[config.mk]
export PLATFORM = sky130hd
export DESIGN_NAME = hazard_scoreboard
export DESIGN_NICKNAME = d
export VERILOG_FILES = /design/src/rtl/hazard_scoreboard_pkg.sv /design/src/rtl/hazard_scoreboard_src_check.sv /design/src/rtl/hazard_scoreboard.sv
export SDC_FILE = /design/constraint.sdc
export NUM_CORES = 1
export LEC_CHECK = 0
export CORE_ASPECT_RATIO = 0.5
export CORE_UTILIZATION = 55
export CTS_CLUSTER_DIAMETER = 100
export DETAILED_ROUTE_END_ITERATION = 10
export DONT_BUFFER_PORTS = 1
export GPL_TIMING_DRIVEN = 0
export PLACE_DENSITY = 0.75
export SLEW_MARGIN = 20
export SYNTH_ARGS = -nofsm -noshare
export SYNTH_HDL_FRONTEND = slang
export SYNTH_SLANG_ARGS = --single-unit
[constraint.sdc]
create_clock -name Clk -period 2.64 [get_ports Clk]
set_input_delay 0.264 -clock Clk [delete_from_list [all_inputs] [get_ports Clk]]
set_output_delay 0.264 -clock Clk [all_outputs]
set_load 0.005 [all_outputs]
[src/rtl/hazard_scoreboard_pkg.sv]
// Shared constants for the D-stage hazard scoreboard.
// Tuse/Tnew encodings, forward selects, per-class Tnew values.
package hazard_scoreboard_pkg;

  localparam int HS_AW = 5;
  localparam int HS_TW = 2;

  localparam logic [1:0] TUSE_NONE = 2'd3;

  // D-stage selects: RF / E / M.  E-stage selects: pipe / M / W.
  localparam logic [1:0] FWD_RF = 2'd0;
  localparam logic [1:0] FWD_E  = 2'd1;
  localparam logic [1:0] FWD_M  = 2'd2;
  localparam logic [1:0] FWD_W  = 2'd2;
  localparam logic [1:0] FWD_XM = 2'd1;

  localparam logic [1:0] TNEW_ALU  = 2'd1;
  localparam logic [1:0] TNEW_LOAD = 2'd2;
  localparam logic [1:0] TNEW_MDRD = 2'd1;

endpackage

[src/rtl/hazard_scoreboard_src_check.sv]
// One source operand against the E/M producers:
// stall request plus D-stage forward select.
module hazard_src_check
  import hazard_scoreboard_pkg::*;
#(
  parameter int AW = HS_AW,
  parameter int TW = HS_TW
) (
  input  logic [AW-1:0] src_i,
  input  logic [TW-1:0] tuse_i,
  input  logic [AW-1:0] e_wa_i,
  input  logic [TW-1:0] e_tnew_i,
  input  logic [AW-1:0] m_wa_i,
  input  logic [TW-1:0] m_tnew_i,
  output logic          stall_o,
  output logic [1:0]    fwd_o
);

  logic used;
  logic e_hit;
  logic m_hit;

  assign used  = (tuse_i != {TW{1'b1}});
  assign e_hit = (|src_i) && (e_wa_i == src_i);
  assign m_hit = (|src_i) && (m_wa_i == src_i);

  assign stall_o = used &&
    ((e_hit && (e_tnew_i > tuse_i)) ||
     (m_hit && (m_tnew_i > tuse_i)));

  // Youngest ready producer wins.
  always_comb begin
    fwd_o = FWD_RF;
    if (e_hit && (e_tnew_i == '0))
      fwd_o = FWD_E;
    else if (m_hit && (m_tnew_i == '0))
      fwd_o = FWD_M;
  end

endmodule

[src/rtl/hazard_scoreboard.sv]
// Tracks E/M/W destinations and Tnew; drives the
// D-stage stall and the D/E forwarding selects.
module hazard_scoreboard
  import hazard_scoreboard_pkg::*;
#(
  parameter int AW = HS_AW,
  parameter int TW = HS_TW
) (
  input  logic          Clk,
  input  logic          Reset,
  input  logic [AW-1:0] D_Rs,
  input  logic [AW-1:0] D_Rt,
  input  logic [TW-1:0] D_TuseRs,
  input  logic [TW-1:0] D_TuseRt,
  input  logic [AW-1:0] D_WA,
  input  logic [TW-1:0] D_Tnew,
  input  logic          D_IsMD,
  input  logic          MD_Start,
  input  logic          MD_Busy,
  output logic          Stall,
  output logic [1:0]    D_FwdRs,
  output logic [1:0]    D_FwdRt,
  output logic [1:0]    E_FwdRs,
  output logic [1:0]    E_FwdRt
);

  typedef struct packed {
    logic [AW-1:0] rs;
    logic [AW-1:0] rt;
    logic [AW-1:0] wa;
    logic [TW-1:0] tnew;
  } e_rec_t;

  typedef struct packed {
    logic [AW-1:0] wa;
    logic [TW-1:0] tnew;
  } m_rec_t;

  e_rec_t        e_q, e_d;
  m_rec_t        m_q, m_d;
  logic [AW-1:0] w_wa_q;

  logic stall_rs;
  logic stall_rt;
  logic stall_md;

  hazard_src_check #(.AW(AW), .TW(TW)) u_rs (
    .src_i    (D_Rs),
    .tuse_i   (D_TuseRs),
    .e_wa_i   (e_q.wa),
    .e_tnew_i (e_q.tnew),
    .m_wa_i   (m_q.wa),
    .m_tnew_i (m_q.tnew),
    .stall_o  (stall_rs),
    .fwd_o    (D_FwdRs)
  );

  hazard_src_check #(.AW(AW), .TW(TW)) u_rt (
    .src_i    (D_Rt),
    .tuse_i   (D_TuseRt),
    .e_wa_i   (e_q.wa),
    .e_tnew_i (e_q.tnew),
    .m_wa_i   (m_q.wa),
    .m_tnew_i (m_q.tnew),
    .stall_o  (stall_rt),
    .fwd_o    (D_FwdRt)
  );

  assign stall_md = D_IsMD && (MD_Start || MD_Busy);
  assign Stall    = stall_rs || stall_rt || stall_md;

  function automatic logic [1:0] e_fwd(
    input logic [AW-1:0] src,
    input logic [AW-1:0] mwa,
    input logic [TW-1:0] mtn,
    input logic [AW-1:0] wwa
  );
    e_fwd = FWD_RF;
    if ((|src) && (mwa == src) && (mtn == '0))
      e_fwd = FWD_XM;
    else if ((|src) && (wwa == src))
      e_fwd = FWD_W;
  endfunction

  assign E_FwdRs = e_fwd(e_q.rs, m_q.wa, m_q.tnew, w_wa_q);
  assign E_FwdRt = e_fwd(e_q.rt, m_q.wa, m_q.tnew, w_wa_q);

  always_comb begin
    e_d = '0;
    if (!Stall) begin
      e_d.rs   = D_Rs;
      e_d.rt   = D_Rt;
      e_d.wa   = D_WA;
      e_d.tnew = D_Tnew;
    end
    m_d.wa   = e_q.wa;
    m_d.tnew = (e_q.tnew == '0) ? '0 :
      e_q.tnew - {{(TW-1){1'b0}}, 1'b1};
  end

  // W only needs its address: its tnew is always 0.
  always_ff @(posedge Clk) begin
    if (Reset) begin
      e_q    <= '0;
      m_q    <= '0;
      w_wa_q <= '0;
    end else begin
      e_q    <= e_d;
      m_q    <= m_d;
      w_wa_q <= m_q.wa;
    end
  end

endmodule
# == Yosys cells after proc, flatten, opt, wreduce, memory -nomap -nowiden ==
# Index checks and enable logic that the tools add are counted.
# word_totals
register_bits,29
elab_cells,64
# op_classes
addsub,1
n_reduce_logical,34
order_cmp,4
n_eq_ne,10
muxes,8
# op_table
cell,count
equality test 5 bit,8
logical AND 1 bit,21
OR reduction 5 bit,4
2-to-1 mux 2 bit,8
greater-than comparator 2 bit,4
logical OR 1 bit,5
logical NOT 2 bit,2
"inequality test 2 bit, second input constant",2
OR reduction 2 bit,2
"subtractor 2 x 1 -> 2 bit, second input constant",1

# == Longest topological paths before layout ==
# depth
ltp_word,8
ltp_mapped,9
mapped_depth_nobuf,7

# == Hierarchy ==
# Synthesis repeated with hierarchy kept, for this count alone.
# unflattened
hier_cells,172
area_unflattened_um2,1627.8
# by_module_without_submodules
mod,area_per_inst_um2,cells_each,instances,seq_area_each_um2
hazard_scoreboard,1072.3,102,1,580.6
hazard_src_check,277.8,35,2,0.0

# == Worst setup path before layout ==
# Ideal clock, no wire load.
# synth_path
path_type,reg2out
startpoint,register m_q[5] in the netlist's numbering
endpoint,output port Stall
stages_incl_launch_ff,7
setup_slack_ns,0.642
arrival_time_ns,1.734
required_ns,2.376
path_cell_list,dfxtp_1 clkbuf_1 xnor2_1 o211ai_1 or4_1 o22ai_4 or2_2
# synth_via
elab_chain_len,7
elab_cells_between_ends,12
classes_between,eq/ne: 2; reduce/logical: 10
# synth_lines
item,line_no,source
"start, declared",hazard_scoreboard.sv:40,"m_rec_t m_q, m_d;"
"start signal, assigned",hazard_scoreboard.sv:109,m_q <= m_d;
equality test 5 bit,hazard_scoreboard_src_check.sv:25,assign m_hit = (|src_i) && (m_wa_i == src_i);
logical AND 1 bit,hazard_scoreboard_src_check.sv:25,
logical AND 1 bit,hazard_scoreboard_src_check.sv:29,(m_hit && (m_tnew_i > tuse_i)));
logical OR 1 bit,hazard_scoreboard_src_check.sv:28,((e_hit && (e_tnew_i > tuse_i)) ||
logical AND 1 bit,hazard_scoreboard_src_check.sv:27,assign stall_o = used &&
logical OR 1 bit * (2 in a row),hazard_scoreboard.sv:70,assign Stall = stall_rs || stall_rt || stall_md;
"end, declared",hazard_scoreboard.sv:20,"output logic Stall,"
# Mark *: on every way between the ends. The rest lies on a longest branch, timed or not.

# == Worst setup path in the final report ==
# layout_path
startpoint,register m_q[4] in the netlist's numbering
endpoint,output port Stall
# Same word-level chain as after synthesis.

==> qor.txt <==
run status: finished, final reports clean
Clock Sinks: 29
Gate Count Post-Synth: 179
pin count of the biggest net entering global routing: 11
# fillers: 247
pwr dens: 590 nW/um2
cts bufs inserted: 5
Final GP Congestion: 0.825
total global routing overflow: 0
Initial Utilization: 57.8%
leading area contributor after synthesis: dfxtp_1
Met1 Wirelength: 1620 um
Synth Cell Area: 1740 um2
area delta synth->final: 9.12%
Slew Limit Fails: 0
via count: 1241
clock tree from TritonCTS: built
Final Worst Setup Slack: 0.210 ns
Slew @ Worst Pin: 0.601 ns
Yosys top cell area share: 33.3%
Setup Skew: 0.00262 ns
Post-DRT Antenna Nets: 0
most common cell after layout, fill and taps aside: dfxtp_1
Int Power: 0.000851 W
Top Ports: 35
# H-tree levels: 2
DRT iter0 DRCs: 18
antenna violations before repair: 0
Tightest Hold Check Type: input port to register
clk_lat worst skew: 0.28 ns
yosys warns: 0
diode count: 0
Initial DRT Pass Iterations: 4
postcts setup bufs: 0
Max Fanout on Critical Path: 9
first-pass GRT wire length: 5690 um
Hold-fix buffers, CTS: 0
sequential share of the synthesized area: 33.3%
CP Class: register to output pin
PnR Total Power: 0.00112 W
Layout Nets: 219
root buffer cell: clkbuf_8
RSZ-0062 raised after global routing: false
Max Fclk: 411 MHz
crit path launch type: register
dpl ws: 0.378 ns
# rows: 14
core area: 3010 um2
number of instances in the placed design: 219
gr usage total: 23.1%
Mapped Nets: 214
R2R Setup Slk: 0.50 ns
WP data arrival: 2.17 ns
Final setup violation count: 0
final cell count without fillers: 225
worst slew margin relative to its limit: 59.9%
Net Sw Frac: 24.1%
I/O Buffers: 0
wire length on met3: 229 um
share of layout cells above drive strength 1: 13.0%
post-synth cell types: 32
top cells by area, synth: dfxtp_1 (33%), xnor2_1 (10%), xor2_1 (10%), ha_1 (6.5%), nor4_2 (5.0%)
clk buf depth: 2
vias in the first global route: 1259
Fin Hold WS: 0.110 ns
Min Clock Period, post-route: 2.43 ns
WL met2: 1540 um
Hold Vio Cnt, Final: 0
Pleak: 0.794 nW
total negative slack: 0 ns
maximum vdd drop: 379 uV
power share of the combinational group: 15.1%
clk slew on worst S/H paths: 0.06 ns
clock share of power: 42.1%
DRC viols: 0
die area: 3410 um2
die height: 41.8 um
switching pwr: 0.000270 W
Post-Syn Area per Cell: 9.74 um2
DR vias/cell: 5.52
DR top layer: met4
Final Cycle Share: 92.1%
post-CTS sizing: 0
Critical Path RT: 2.38 ns
DRT Wirelength: 3470 um
wire length per cell: 15.4 um
commonest non-fill, non-tap cells in the layout: dfxtp_1 (29), xor2_1 (20), xnor2_1 (20)
Detailed Place HPWL: 2690 um
max_cap viols: 0
Die X-Extent: 81.6 um
FF+latch count, synth: 29
Reg power frac: 42.8%
Worst setup EP type: output pin
Yosys cell counts:
master	number
o21ai_0	2
nor2_1	5
ha_1	9
a221oi_1	1
or2_2	1
o211ai_1	1
clkbuf_1	8
o211a_1	1
or4_1	7
o31ai_1	1
dfxtp_1	29
buf_6	2
nor4b_2	3
nor4_2	7
and2b_2	1
a21o_1	1
a21oi_1	3
inv_1	16
nand2_1	2
nor2b_1	10
xor2_1	20
buf_12	1
nand3_1	3
a221o_1	2
nor4b_1	7
a22oi_1	1
o211ai_2	1
xnor2_1	20
nor3_1	5
o22ai_4	1
nand4_1	2
nor4_1	6
power groups by stage:
stage          logic (W)  registers, W  clock network [W]
6_report        0.000169      0.000480           0.000472
3_5_place_dp    0.000172      0.000487                  0
3_3_place_gp    0.000166      0.000486                  0
2_1_floorplan   0.000146      0.000482                  0
4_1_cts         0.000173      0.000477           0.000479
5_1_grt         0.000189      0.000482           0.000501
logic make-up after synthesis:
logic type / after synthesis / synth area share (%)
flip-flops: 29 / 33.3
buffers and inverters: 27 / 7.61
XOR/XNOR: 40 / 20.1
AND/OR/NAND/NOR: 59 / 25.3
AO/OA/AOI/OAI: 15 / 7.25
adder cells (fa/ha/maj): 9 / 6.46
worst max-delay path: stages (launching register included):
cell and delay [ns]:
dfxtp_1 0.50, xnor2_1 0.16, o211ai_1 0.09, or4_1 0.63, o22ai_4 0.32, or2_2 0.18
layout make-up:
class	instances	area (um2)	share of cell area, %
Buffer	9	65.1	3.42
Clock buffer	7	86.3	4.54
Clock inverter	1	30.0	1.58
Inverter	16	60.1	3.16
Multi-Input combinational cell	123	1030	54.1
Sequential cell	29	581	30.5
Tap cell	40	50.0	2.63
registers in the layout (all words and copies together) (netlist names):
| register | count |
|---|---|
| e_q | 17 |
| m_q | 7 |
| w_wa_q | 5 |
stage by stage:
| step | utilization (%) | instance area, um2 |
|---|---|---|
| 2_1_floorplan | - | 1740 |
| 3_3_place_gp | 59.5 | 1790 |
| 3_5_place_dp | 59.5 | 1790 |
| 4_1_cts | 63.4 | 1910 |
| 5_1_grt | 63.1 | 1900 |
| 6_report | 63.1 | 1900 |
path summary, 6_finish.rpt:
path / cells after the start / end / from
setup / recovery: 5 / Stall / m_q[4]
hold / removal: 2 / e_q[5] / D_WA[3]
setup reg to reg: 6 / e_q[10] / m_q[4]
hold reg to reg: 1 / m_q[0] / e_q[0]
layer usage:
layer	vias to the layer above	GRT usage, %
met5	-	0
met4	0	11.6
met3	9	7.03
met2	39	36.0
met1	558	28.8
li1	635	-
Power figures use the tool's default switching activity.
